**config.mk**
```make
export PLATFORM = sky130hd
export DESIGN_NAME = alu_exec_ctrl
export DESIGN_NICKNAME = d
export VERILOG_FILES = /design/src/rtl/alu_exec_ctrl.sv
export SDC_FILE = /design/constraint.sdc
export NUM_CORES = 1
export LEC_CHECK = 0
export ABC_AREA = 0
export ABC_CLOCK_PERIOD_IN_PS = 3880
export BUFFER_PORTS_ARGS = -buffer_cell sky130_fd_sc_hd__buf_4
export CAP_MARGIN = 20
export CORE_ASPECT_RATIO = 0.8
export CORE_MARGIN = 5
export CORE_UTILIZATION = 61
export DETAILED_ROUTE_END_ITERATION = 8
export PLACE_DENSITY_LB_ADDON = 0.1
export RECOVER_POWER = 100
export SYNTH_ARGS = -nofsm -noshare
export SYNTH_HDL_FRONTEND = slang
export SYNTH_SLANG_ARGS = --single-unit
```
**constraint.sdc**
```tcl
create_clock -name clk -period 3.88 [get_ports clk]
set_clock_uncertainty 0.15 [all_clocks]
set_input_delay 0.582 -clock clk [delete_from_list [all_inputs] [get_ports clk]]
set_output_delay 0.582 -clock clk [all_outputs]
set_load 0.02 [all_outputs]
```
**src/rtl/alu_exec_ctrl.sv**
```systemverilog
`default_nettype none
// ============================================================================
// Module  : alu_exec_ctrl
// Brief   : Multi-cycle execute sequencer in front of the 8-bit ALU: 4x8
//           register file, operand drive, writeback and Z/N/C/V flags.
//           Option macro ALU_EXEC_FAST_WB_EN merges EXEC and WB.
// Revision: 1.0 - initial release
// ============================================================================
module alu_exec_ctrl #(
    parameter logic [7:0] REG_RST  = 8'h00,
    parameter logic [3:0] FLAG_RST = 4'b0000
) (
    input  logic        clk,
    input  logic        rst_n,
    input  logic        instr_valid,
    output logic        instr_ready,
    input  logic [17:0] instr,
    output logic [7:0]  alu_operand_a,
    output logic [7:0]  alu_operand_b,
    output logic [3:0]  alu_op,
    input  logic [7:0]  alu_result,
    input  logic        alu_cout,
    input  logic        alu_overflow,
    output logic [3:0]  flags,
    output logic        done,
    output logic        illegal,
    input  logic [1:0]  dbg_sel,
    output logic [7:0]  dbg_data
);

    // Opcode values mirror the shared ALU opcode header
    localparam logic [3:0] c_OP_ADD = 4'h0;
    localparam logic [3:0] c_OP_SUB = 4'h1;
    localparam logic [3:0] c_OP_AND = 4'h2;
    localparam logic [3:0] c_OP_OR  = 4'h3;
    localparam logic [3:0] c_OP_XOR = 4'h4;

`ifdef ALU_EXEC_FAST_WB_EN
    typedef enum logic [1:0] {
        S_IDLE   = 2'd0,
        S_DECODE = 2'd1,
        S_EXEC   = 2'd2
    } state_t;
`else
    typedef enum logic [1:0] {
        S_IDLE   = 2'd0,
        S_DECODE = 2'd1,
        S_EXEC   = 2'd2,
        S_WB     = 2'd3
    } state_t;
`endif

    state_t      r_state;
    logic        r_ready;
    logic [17:0] r_instr;
    logic [7:0]  r_regs [4];
    logic [7:0]  r_op_a;
    logic [7:0]  r_op_b;
    logic [3:0]  r_alu_op;
    logic [3:0]  r_flags;
    logic        r_done;
    logic        r_illegal;

    logic        w_is_ldi;
    logic        w_use_imm;
    logic [3:0]  w_op;
    logic [1:0]  w_rd;
    logic [1:0]  w_rs;
    logic [7:0]  w_imm;
    logic [7:0]  w_res;
    logic        w_cout;
    logic        w_ovf;
    logic        w_sub_v;
    logic        w_zero;
    logic        w_supported;
    logic        w_wr_en;
    logic [7:0]  w_wr_data;
    logic [3:0]  w_flags_nxt;

    assign w_is_ldi  = r_instr[17];
    assign w_use_imm = r_instr[16];
    assign w_op      = r_instr[15:12];
    assign w_rd      = r_instr[11:10];
    assign w_rs      = r_instr[9:8];
    assign w_imm     = r_instr[7:0];

`ifdef ALU_EXEC_FAST_WB_EN
    // Writeback samples the ALU directly on the same edge
    assign w_res  = alu_result;
    assign w_cout = alu_cout;
    assign w_ovf  = alu_overflow;
`else
    logic [7:0] r_res;
    logic       r_cout;
    logic       r_ovf;

    assign w_res  = r_res;
    assign w_cout = r_cout;
    assign w_ovf  = r_ovf;
`endif

    // ALU overflow is an addition term; subtraction overflow is rebuilt here
    assign w_sub_v = (r_op_a[7] != r_op_b[7]) & (w_res[7] != r_op_a[7]);
    assign w_zero  = (w_res == 8'h00);

    always_comb begin
        w_supported = 1'b0;
        w_flags_nxt = r_flags;
        if (!w_is_ldi) begin
            case (w_op)
                c_OP_ADD: begin
                    w_supported = 1'b1;
                    w_flags_nxt = {w_zero, w_res[7], w_cout, w_ovf};
                end
                c_OP_SUB: begin
                    w_supported = 1'b1;
                    w_flags_nxt = {w_zero, w_res[7], w_cout, w_sub_v};
                end
                c_OP_AND, c_OP_OR, c_OP_XOR: begin
                    w_supported = 1'b1;
                    w_flags_nxt = {w_zero, w_res[7], 2'b00};
                end
                default: ;
            endcase
        end
    end

    assign w_wr_en   = w_is_ldi | w_supported;
    assign w_wr_data = w_is_ldi ? w_imm : w_res;

    always_ff @(posedge clk or negedge rst_n) begin
        if (!rst_n) begin
            r_state   <= S_IDLE;
            r_ready   <= 1'b0;
            r_instr   <= '0;
            r_op_a    <= 8'h00;
            r_op_b    <= 8'h00;
            r_alu_op  <= c_OP_ADD;
            r_flags   <= FLAG_RST;
            r_done    <= 1'b0;
            r_illegal <= 1'b0;
            for (int i = 0; i < 4; i++) begin
                r_regs[i] <= REG_RST;
            end
`ifndef ALU_EXEC_FAST_WB_EN
            r_res     <= 8'h00;
            r_cout    <= 1'b0;
            r_ovf     <= 1'b0;
`endif
        end else begin
            r_done    <= 1'b0;
            r_illegal <= 1'b0;
            case (r_state)
                S_IDLE: begin
                    r_ready <= 1'b1;
                    if (instr_valid && r_ready) begin
                        r_instr <= instr;
                        r_ready <= 1'b0;
                        r_state <= S_DECODE;
                    end
                end
                S_DECODE: begin
                    r_op_a   <= r_regs[w_rd];
                    r_op_b   <= w_use_imm ? w_imm : r_regs[w_rs];
                    r_alu_op <= w_op;
                    r_state  <= S_EXEC;
`ifdef ALU_EXEC_FAST_WB_EN
                    r_done    <= 1'b1;
                    r_illegal <= ~w_wr_en;
`endif
                end
`ifdef ALU_EXEC_FAST_WB_EN
                S_EXEC: begin
                    if (w_wr_en) begin
                        r_regs[w_rd] <= w_wr_data;
                    end
                    r_flags <= w_flags_nxt;
                    r_ready <= 1'b1;
                    r_state <= S_IDLE;
                end
`else
                S_EXEC: begin
                    r_res     <= alu_result;
                    r_cout    <= alu_cout;
                    r_ovf     <= alu_overflow;
                    r_done    <= 1'b1;
                    r_illegal <= ~w_wr_en;
                    r_state   <= S_WB;
                end
                S_WB: begin
                    if (w_wr_en) begin
                        r_regs[w_rd] <= w_wr_data;
                    end
                    r_flags <= w_flags_nxt;
                    r_ready <= 1'b1;
                    r_state <= S_IDLE;
                end
`endif
                default: begin
                    r_state <= S_IDLE;
                end
            endcase
        end
    end

    assign instr_ready   = r_ready;
    assign alu_operand_a = r_op_a;
    assign alu_operand_b = r_op_b;
    assign alu_op        = r_alu_op;
    assign flags         = r_flags;
    assign done          = r_done;
    assign illegal       = r_illegal;
    assign dbg_data      = r_regs[dbg_sel];

endmodule
`default_nettype wire

```
==> results_dict.tcl, run 1 <==
set metrics [dict create \
    status "complete, no violations" \
    post-route-cell-area_sq_um 4852 \
    grt_start_max_net_pins 90 \
    arrival_ns 2.81 \
    ys_ff_latch 89 \
    cts.htree.levels 3 \
    cts_resized 0 \
    nFillCells 496 \
    clockBufferDepth 2 \
    vdd_ir_drop_max_mv 0.4512 \
    drive_gt1_share_pct 39.08 \
    numCtsBuffers 9 \
    ys_types 31 \
    yosysTopAreaCellShare_pct 52.71 \
    critPathKind "reg2reg" \
    wire_per_inst_um 20.26 \
    powerDensity_nw_per_um2 907.8 \
    crit_path_start_kind "register" \
    nNetsFinal 404 \
    fmax_ghz 0.3677 \
    port_buffers 67 \
    viasPerCell 5.976 \
    initialDrtViolationCount 119 \
    root_buffer "clkbuf_8" \
    finalSetupTns_ns 0 \
    yosys_warnings 0 \
    clkTransAtPathRegs_ns 0.09 \
    coreArea_sq_um 6824 \
    syn-cell-area_sq_um 4225 \
    endpoint_kind "register" \
    firstDrtPassIters 4 \
    row_count 27 \
    die_h_um 84.44 \
    clk_latency_ns 0.36 \
    slew_headroom_pct 1.429 \
    synthTopCellsByArea "dfrtp_1 (53%), mux2_2 (21%), mux4_2 (8.5%)" \
    grt_use_total_pct 22.66 \
    gp_congestion 0.7649 \
    post-route-period-util_pct 70.09 \
    dieArea_sq_um 8702 \
    cap_violations 0 \
    antenna_cells 0 \
    tightest_slew_ns 1.479 \
    grt_pass1_vias 2822 \
    hp-class "in2reg" \
    io-pin-count 68 \
    die_w_um 103.1 \
    synth_largest_area_cell "dfrtp_1" \
    layout_commonest_cell "dfrtp_1" \
    clock-sinks 89 \
    num_vias 2737 \
    required_ns 3.97 \
    dpl-instance-area_sq_um 4776 \
    synth_seq_area_share_pct 52.71 \
    syn-mean-instance-area_sq_um 14.08 \
    timing.final.crit_period_ns 2.720 \
    mostFrequentLayoutCells "dfrtp_1 (89), mux2_2 (80), clkbuf_1 (38)" \
    finalSetupViolCount 0 \
    slew_viol_final 0 \
    grt_pass1_wl_mm 14.88 \
    wl_mm 9.280 \
    path_max_fanout 13 \
    final_hold_viol_count 0 \
    grt_antenna_before_repair 0 \
    p_leak_nw 2.107 \
    synthCells 300 \
    cts_tree "built" \
    area_growth_pct 14.84 \
    grt_setup_unrepaired "false" \
    grt.overflow.total 0 \
    synth_nets 338 \
    drcViolationCount 0 \
    start_util_pct 61.92 \
    dp_hpwl_mm 6.367 \
    ant_nets 0 \
]
-- Yosys cell counts --
cell type  instances
nor4_1             2
nor3b_1            1
mux4_2            16
nand3_1            2
mux2_2            80
o221ai_2           1
mux2i_1           16
buf_6              1
nor2_2             2
a21o_1             1
clkbuf_1           5
buf_1              5
nor2_1             2
buf_2              4
ha_1               5
inv_1              6
dfrtp_1           89
or2_2              1
a22o_1             1
or3b_1             1
nor3b_2            1
a31oi_1            1
o22a_1             8
and3_1             1
a211oi_1           1
nand2_1           16
nor3_1             2
o21ai_0           24
nand2b_1           3
nor3_2             1
a21oi_1            1
-- power by group --
part           total, mW  leakage (nW)  switching [mW]  internal (mW)
Sequential          1.89          1.08           0.501           1.38
Clock              0.635        0.0953           0.322          0.313
Combinational       1.88         0.928           0.906          0.979
Total               4.40          2.11            1.73           2.68
-- worst max-delay path: stages (launching register included) --
cell and delay (ns):
dfrtp_1 0.63, nand2b_1 0.18, o221ai_1 0.17, nor3b_1 1.04
mux2_2 0.43
-- cell families after synthesis --
group | share of synthesized area, %
adders and majority gates | 1.481
muxes | 33.64
buffers and inverters | 2.162
and+or+nand+nor | 4.324
DFF | 52.71
AOI/OAI and AO/OA | 5.686
-- state kept, by name, indices dropped and copies added, names as in the netlist --
register,cells
r_regs,32
r_instr,18
alu_operand_a,8
alu_operand_b,8
r_res,8
alu_op,4
flags,4
r_state,2
done,1
illegal,1
instr_ready,1
r_cout,1
r_ovf,1
-- layout make-up --
type                    instances  area, sq um  share of cell area, %
clock buffers                  11        141.4                  2.914
clock inverters                 5        55.05                  1.135
inverters                       6        22.52                 0.4642
multi-input cells             190         1888                  38.91
flip-flops and latches         89         2227                  45.90
well taps                      87        108.9                  2.243
repair buffers                 70        409.1                  8.432
-- through the flow --
stage	setup slack, ns	total power, mW	util (%)	std cells	hold slack (ns)
after CTS	1.605	4.582	72.86	456	0.2820
after global placement	1.652	3.854	69.99	440	0.3197
after floorplan	1.738	3.224	-	300	0.1364
after detailed placement	1.642	3.938	69.99	440	0.3373
after global routing	0.9377	4.700	71.10	458	0.2810
final	1.160	4.405	71.10	458	0.2966
-- final timing paths --
kind,startpoint,endpoint,slack [ns],cells past startpoint
setup reg to reg,r_instr[17],r_regs[10],1.16,4
setup / recovery,r_instr[17],r_regs[10],1.16,4
min in group asynchronous,rst_n,r_instr[14],0.69,2
hold reg to reg,r_cout,flags[1],0.35,1
hold / removal,instr[10],r_instr[10],0.30,2
max in group asynchronous,rst_n,done,2.06,3
-- per-layer routing --
layer / up-vias / wire length, um / global-route usage, %
li1: 1240 / - / -
met5: - / 0 / 0
met3: 10 / 573 / 6.645
met1: 1402 / 4174 / 32.97
met4: 0 / 87 / 5.529
met2: 85 / 4445 / 33.72
-- what timing repair did --
item	4_1_cts	5_1_grt
hold buffers	0	1
hold endpoints to repair	0	13
buffers inserted	0	0
Note: power is estimated with default switching activity, not from simulation.
==> inputs of run 2 (changes only) <==
Settings changed: ABC_CLOCK_PERIOD_IN_PS 3880 to 2300, CORE_UTILIZATION 61 to 51.
Clock period 3.88 ns to 2.3 ns, I/O delays scaled along.
==> run 2 against run 1 <==
  * Final area grew 1.6%
  * Critical path type unchanged
  * Register-to-register slack lost 0.91 ns
  * Sequential share of layout area fell by 0.72 points
  * Via count up 1.2%
  * Core utilization shrank 9.6 points
  * Critical path depth rose by 1
  * Sequential power up 63%
==> results_dict.tcl, run 2 (synthesized netlist as in run 1, its figures left out) <==
set metrics [dict create \
    antenna_cells 0 \
    initialDrtViolationCount 154 \
    nFillCells 671 \
    timing.final.crit_period_ns 2.050 \
    p_comb_share_pct 44.4 \
    register_area_sq_um 2227 \
    p_leak_nw 2.144 \
    io-pin-count 68 \
    max_stage_delay_ns 0.39 \
    crit_family "flip-flops" \
    die_w_um 111.8 \
    start_util_pct 52.69 \
    path_max_fanout 8 \
    p_sw_share_pct 38.86 \
    cts_tree "built" \
    clockBufferDepth 2 \
    wire_per_inst_um 19.64 \
    port_buffers 67 \
    status "complete, no violations" \
    clk_latency_ns 0.35 \
    grt_antenna_before_repair 0 \
    required_ns 2.39 \
    finalSetupTns_ns 0 \
    top_regs "r_regs: 32 flops, r_instr: 18 flops" \
    gp_congestion 0.7799 \
    root_buffer "clkbuf_8" \
    largest-register "r_regs" \
    cap_violations 0 \
    largest_reg_flops 32 \
    powerDensity_nw_per_um2 1513 \
    grt_pass1_wl_mm 15.85 \
    crit_chain "ha_1 -> o221ai_2 -> nor3b_1 -> clkbuf_2 -> mux2_2" \
    nNetsFinal 413 \
    coreArea_sq_um 8019 \
    multi_input_area_sq_um 1897 \
    seqPwrFrac_pct 41.3 \
    viasPerCell 5.674 \
    final_hold_viol_count 0 \
    clock-sinks 89 \
    grt_use_total_pct 19.94 \
    firstDrtPassIters 4 \
    hp-class "in2reg" \
    critPathBufInv 1 \
    p_clk_share_pct 14.3 \
    area_growth_pct 16.67 \
    totalPowerFinal_mw 7.458 \
    finalSetupViolCount 0 \
    post-route-period-util_pct 89.13 \
    power.internal_mw 4.560 \
    arrival_ns 2.14 \
    vdd_ir_drop_max_mv 0.8534 \
    tightest_slew_ns 1.050 \
    grt_pass1_vias 2887 \
    drive_gt1_share_pct 40.53 \
    numCtsBuffers 9 \
    mostFrequentLayoutCells "dfrtp_1 (89), mux2_2 (80), clkbuf_1 (40)" \
    layout_commonest_cell "dfrtp_1" \
    grt_setup_unrepaired "false" \
    p_sw_mw 2.898 \
    grt.overflow.total 0 \
    num_vias 2769 \
    clkTransAtPathRegs_ns 0.08 \
    die_h_um 91.41 \
    slew_viol_final 0 \
    dp_hpwl_mm 6.785 \
    dieArea_sq_um 10220 \
    slew_headroom_pct 30.00 \
    drcViolationCount 0 \
    wl_mm 9.582 \
    crit_path_start_kind "register" \
    grt_start_max_net_pins 41 \
    endpoint_kind "register" \
    row_count 29 \
    crit_path_top_delay_cell "dfrtp_1" \
    cts_setup_buffers 0 \
    critPathKind "reg2reg" \
    fmax_ghz 0.4878 \
    ant_nets 0 \
    cts.htree.levels 3 \
    utilization_pct 61.48 \
]
run 2: layout make-up:
type | instances | area share, %
flip-flops and latches | 89 | 45.18
inverters | 6 | 0.4569
clock buffers | 14 | 3.096
clock inverters | 2 | 0.7614
repair buffers | 79 | 9.289
well taps | 108 | 2.741
multi-input cells | 190 | 38.48
run 2: timing repair:
item / 4_1_cts / 5_1_grt
endpoints found under the hold margin: 38 / 0
gates resized for setup: 0 / 0
hold buffers: 1 / 0
run 2: metrics by stage:
| stage | hold slack, ns | instance area, sq um | std cells | setup slack (ns) |
|---|---|---|---|---|
| floorplan | -0.1006 | 4225 | 300 | 0.4180 |
| global placement | 0.2142 | 4890 | 471 | 0.2920 |
| detailed placement | 0.2150 | 4890 | 471 | 0.2624 |
| CTS | 0.05050 | 5090 | 488 | 0.2491 |
| global route | 0.04730 | 4930 | 488 | 0.08448 |
| finish | 0.06364 | 4930 | 488 | 0.2500 |
run 2: routing by layer:
layer	vias to the layer above	share of wire [%]	global-route usage [%]
met2	65	47	30.84
li1	1259	-	-
met4	0	0.77	3.951
met5	-	0	0
met1	1436	47	28.73
met3	9	4.6	5.249
run 2: worst paths after layout:
check,startpoint,slack [ns],cells past startpoint,endpoint
max in group asynchronous,rst_n,0.39,3,r_regs[19]
worst min-delay path,instr[6],0.06,2,r_instr[6]
worst max-delay path,r_state[0],0.25,5,r_regs[11]
min in group asynchronous,rst_n,0.56,2,r_instr[15]
worst min register to register,flags[3],0.34,2,flags[3]
worst max register to register,r_state[0],0.25,5,r_regs[11]
run 2: power by group through the flow:
stage               combinational (mW)  sequential (mW)  clock, mW
CTS                               3.62             3.08       1.09
floorplan                         2.35             3.08          0
global route                      3.62             3.20       1.15
detailed placement                3.61             3.11          0
finish                            3.31             3.08       1.07
global placement                  3.53             3.07          0
==> inputs of run 3 (changes only) <==
==> constraint.sdc (replaced) <==
create_clock -name clk -period 2.3 [get_ports clk]
set_clock_uncertainty 0.15 [all_clocks]
set_input_delay 0.23 -clock clk [delete_from_list [all_inputs] [get_ports clk]]
set_output_delay 0.23 -clock clk [all_outputs]
set_load 0.02 [all_outputs]
==> run 3 against run 2 <==
  * Global-route usage grew 0.42 points
  * Fmax is 3.4% lower
  * Critical endpoint is now r_regs[19]
  * Via count rose by 3.2%
  * Combinational power barely moved
  * Wire length up 1.8%
  * Hold slack better by 0.030 ns
  * Clock power fell by 4%
  * Non-clock buffer count rose by 27
  * Highest routed layer unchanged
==> results_dict.tcl, run 3 (synthesized netlist as in run 1, its figures left out) <==
set metrics [dict create \
    vdd_ir_drop_max_mv 0.7162 \
    antenna_cells 0 \
    grt_setup_unrepaired "false" \
    max_stage_delay_ns 0.61 \
    register_area_sq_um 2227 \
    initialDrtViolationCount 97 \
    grt_antenna_before_repair 0 \
    coreArea_sq_um 8019 \
    grt_use_total_pct 20.36 \
    clockBufferDepth 2 \
    cp-startpoint "r_state[0]" \
    slew_headroom_pct 45.13 \
    crit_path_top_delay_cell "or3b_1" \
    largest-register "r_regs" \
    nNetsFinal 440 \
    cap_violations 0 \
    status "complete, no violations" \
    drive_gt1_share_pct 38.27 \
    seqPwrFrac_pct 41.3 \
    cts_resized 0 \
    reg2reg_depth 4 \
    port_buffers 67 \
    final_hold_viol_count 0 \
    endpoint_kind "register" \
    drcViolationCount 0 \
    root_buffer "clkbuf_8" \
    grt.overflow.total 0 \
    tightest_slew_ns 0.8231 \
    path_max_fanout 8 \
    required_ns 2.39 \
    largest_reg_flops 32 \
    crit_path_start_kind "register" \
    power.internal_mw 4.574 \
    grt_start_max_net_pins 59 \
    finalSetupTns_ns 0 \
    post-route-cell-area_sq_um 5202 \
    p_sw_share_pct 38.63 \
    dp_hpwl_mm 6.660 \
    cts_tree "built" \
    io-pin-count 68 \
    crit_end "r_regs[19]" \
    rr_startpoint "r_state[0]" \
    crit_chain "ha_1 -> o221ai_1 -> or3b_1 -> mux2_2" \
    cts.htree.levels 3 \
    clk_latency_ns 0.35 \
    critPathKind "reg2reg" \
    die_w_um 111.8 \
    arrival_ns 2.21 \
    grt_pass1_wl_mm 16.26 \
    die_h_um 91.41 \
    gp_congestion 0.7772 \
    clkTransAtPathRegs_ns 0.08 \
    slew_viol_final 0 \
    fmax_ghz 0.4710 \
    finalSetupViolCount 0 \
    dpl-instance-area_sq_um 4882 \
    dieArea_sq_um 10220 \
    grt_pass1_vias 3065 \
    wire_per_inst_um 19.02 \
    start_util_pct 52.69 \
    top_regs "r_regs: 32 flops, r_instr: 18 flops" \
    wl_mm 9.759 \
    p_comb_share_pct 44.8 \
    rr_endpoint "r_regs[19]" \
    num_vias 2858 \
    timing.final.crit_period_ns 2.123 \
    p_sw_mw 2.879 \
    p_leak_nw 2.259 \
    multi_input_area_sq_um 1901 \
    ant_nets 0 \
    firstDrtPassIters 4 \
    regToRegSetupSlack_ns 0.18 \
    hp-class "in2reg" \
    p_clk_share_pct 13.9 \
    clock-sinks 89 \
    post-route-period-util_pct 92.31 \
    numCtsBuffers 9 \
    nFillCells 652 \
    area_growth_pct 23.13 \
    viasPerCell 5.571 \
    powerDensity_nw_per_um2 1433 \
    row_count 29 \
    layout_commonest_cell "dfrtp_1" \
    mostFrequentLayoutCells "dfrtp_1 (89), mux2_2 (80), clkbuf_1 (37)" \
]
==> run 3: cell count changes in the layout (fill, tap and decap cells not counted) <==
cell           change
nor3_1             -1
o221ai_1           +1
nor3b_2            +1
dlygate4sd3_1     +28
clkbuf_2           -1
clkbuf_1           -3
clkinv_2           +1
o221ai_2           -1
nor3_2             +1
nor3b_1            -1
==> run 3: power groups by stage <==
stage	Sequential (mW)	Clock [mW]	Combinational, mW
final	3.08	1.03	3.34
after CTS	3.08	1.07	3.65
after global routing	3.20	1.13	3.64
after detailed placement	3.11	0	3.60
after floorplan	3.08	0	2.35
after global placement	3.07	0	3.53
==> run 3: final cells by class <==
cell class	count	share of cell area, %
Clock buffer	11	2.718
Timing Repair Buffer	106	14.09
Clock inverter	3	0.8177
Inverter	6	0.4329
Sequential cell	89	42.81
Multi-Input combinational cell	190	36.53
Tap cell	108	2.597
==> run 3: worst max-delay path: cells and delay by family, from the launching register on <==
| family | cells | cell delay [ns] |
|---|---|---|
| simple gates | 1 | 0.61 |
| fa+ha+maj | 1 | 0.26 |
| flops | 1 | 0.38 |
| compound gates | 1 | 0.28 |
| mux | 1 | 0.33 |
==> run 3: repair_timing <==
action                                  4_1_cts  5_1_grt
setup buffers                                 0        0
hold buffers                                 29        0
endpoints found under the setup margin        0        0
hold endpoints to repair                     59        0
==> run 3: worst min path at each step <==
stage                        to   startpoint  cells after the start
floorplan             alu_op[0]        rst_n                      0
global route         r_state[0]  instr_valid                      4
detailed placement  r_instr[14]        rst_n                      1
CTS                  r_state[0]  instr_valid                      4
global placement      alu_op[2]        rst_n                      1
finish               r_state[1]  instr_valid                      4
==> run 3: through the flow <==
stage,hold slack [ns],power [mW],utilization [%],std cells,setup WS (ns)
CTS,0.07291,7.793,66.80,513,0.2346
global route,0.09138,7.975,64.88,513,0.07278
finish,0.09412,7.453,64.88,513,0.1768
detailed placement,0.04261,6.712,60.88,470,0.2445
global placement,0.04452,6.597,60.88,470,0.3024
floorplan,-0.2156,5.439,-,300,0.4180
==> run 3: per-layer routing <==
metal | global-route usage (%) | wire, um
met5 | 0 | 0
met4 | 3.749 | 47
met3 | 6.312 | 537
met1 | 27.26 | 4417
met2 | 33.28 | 4756
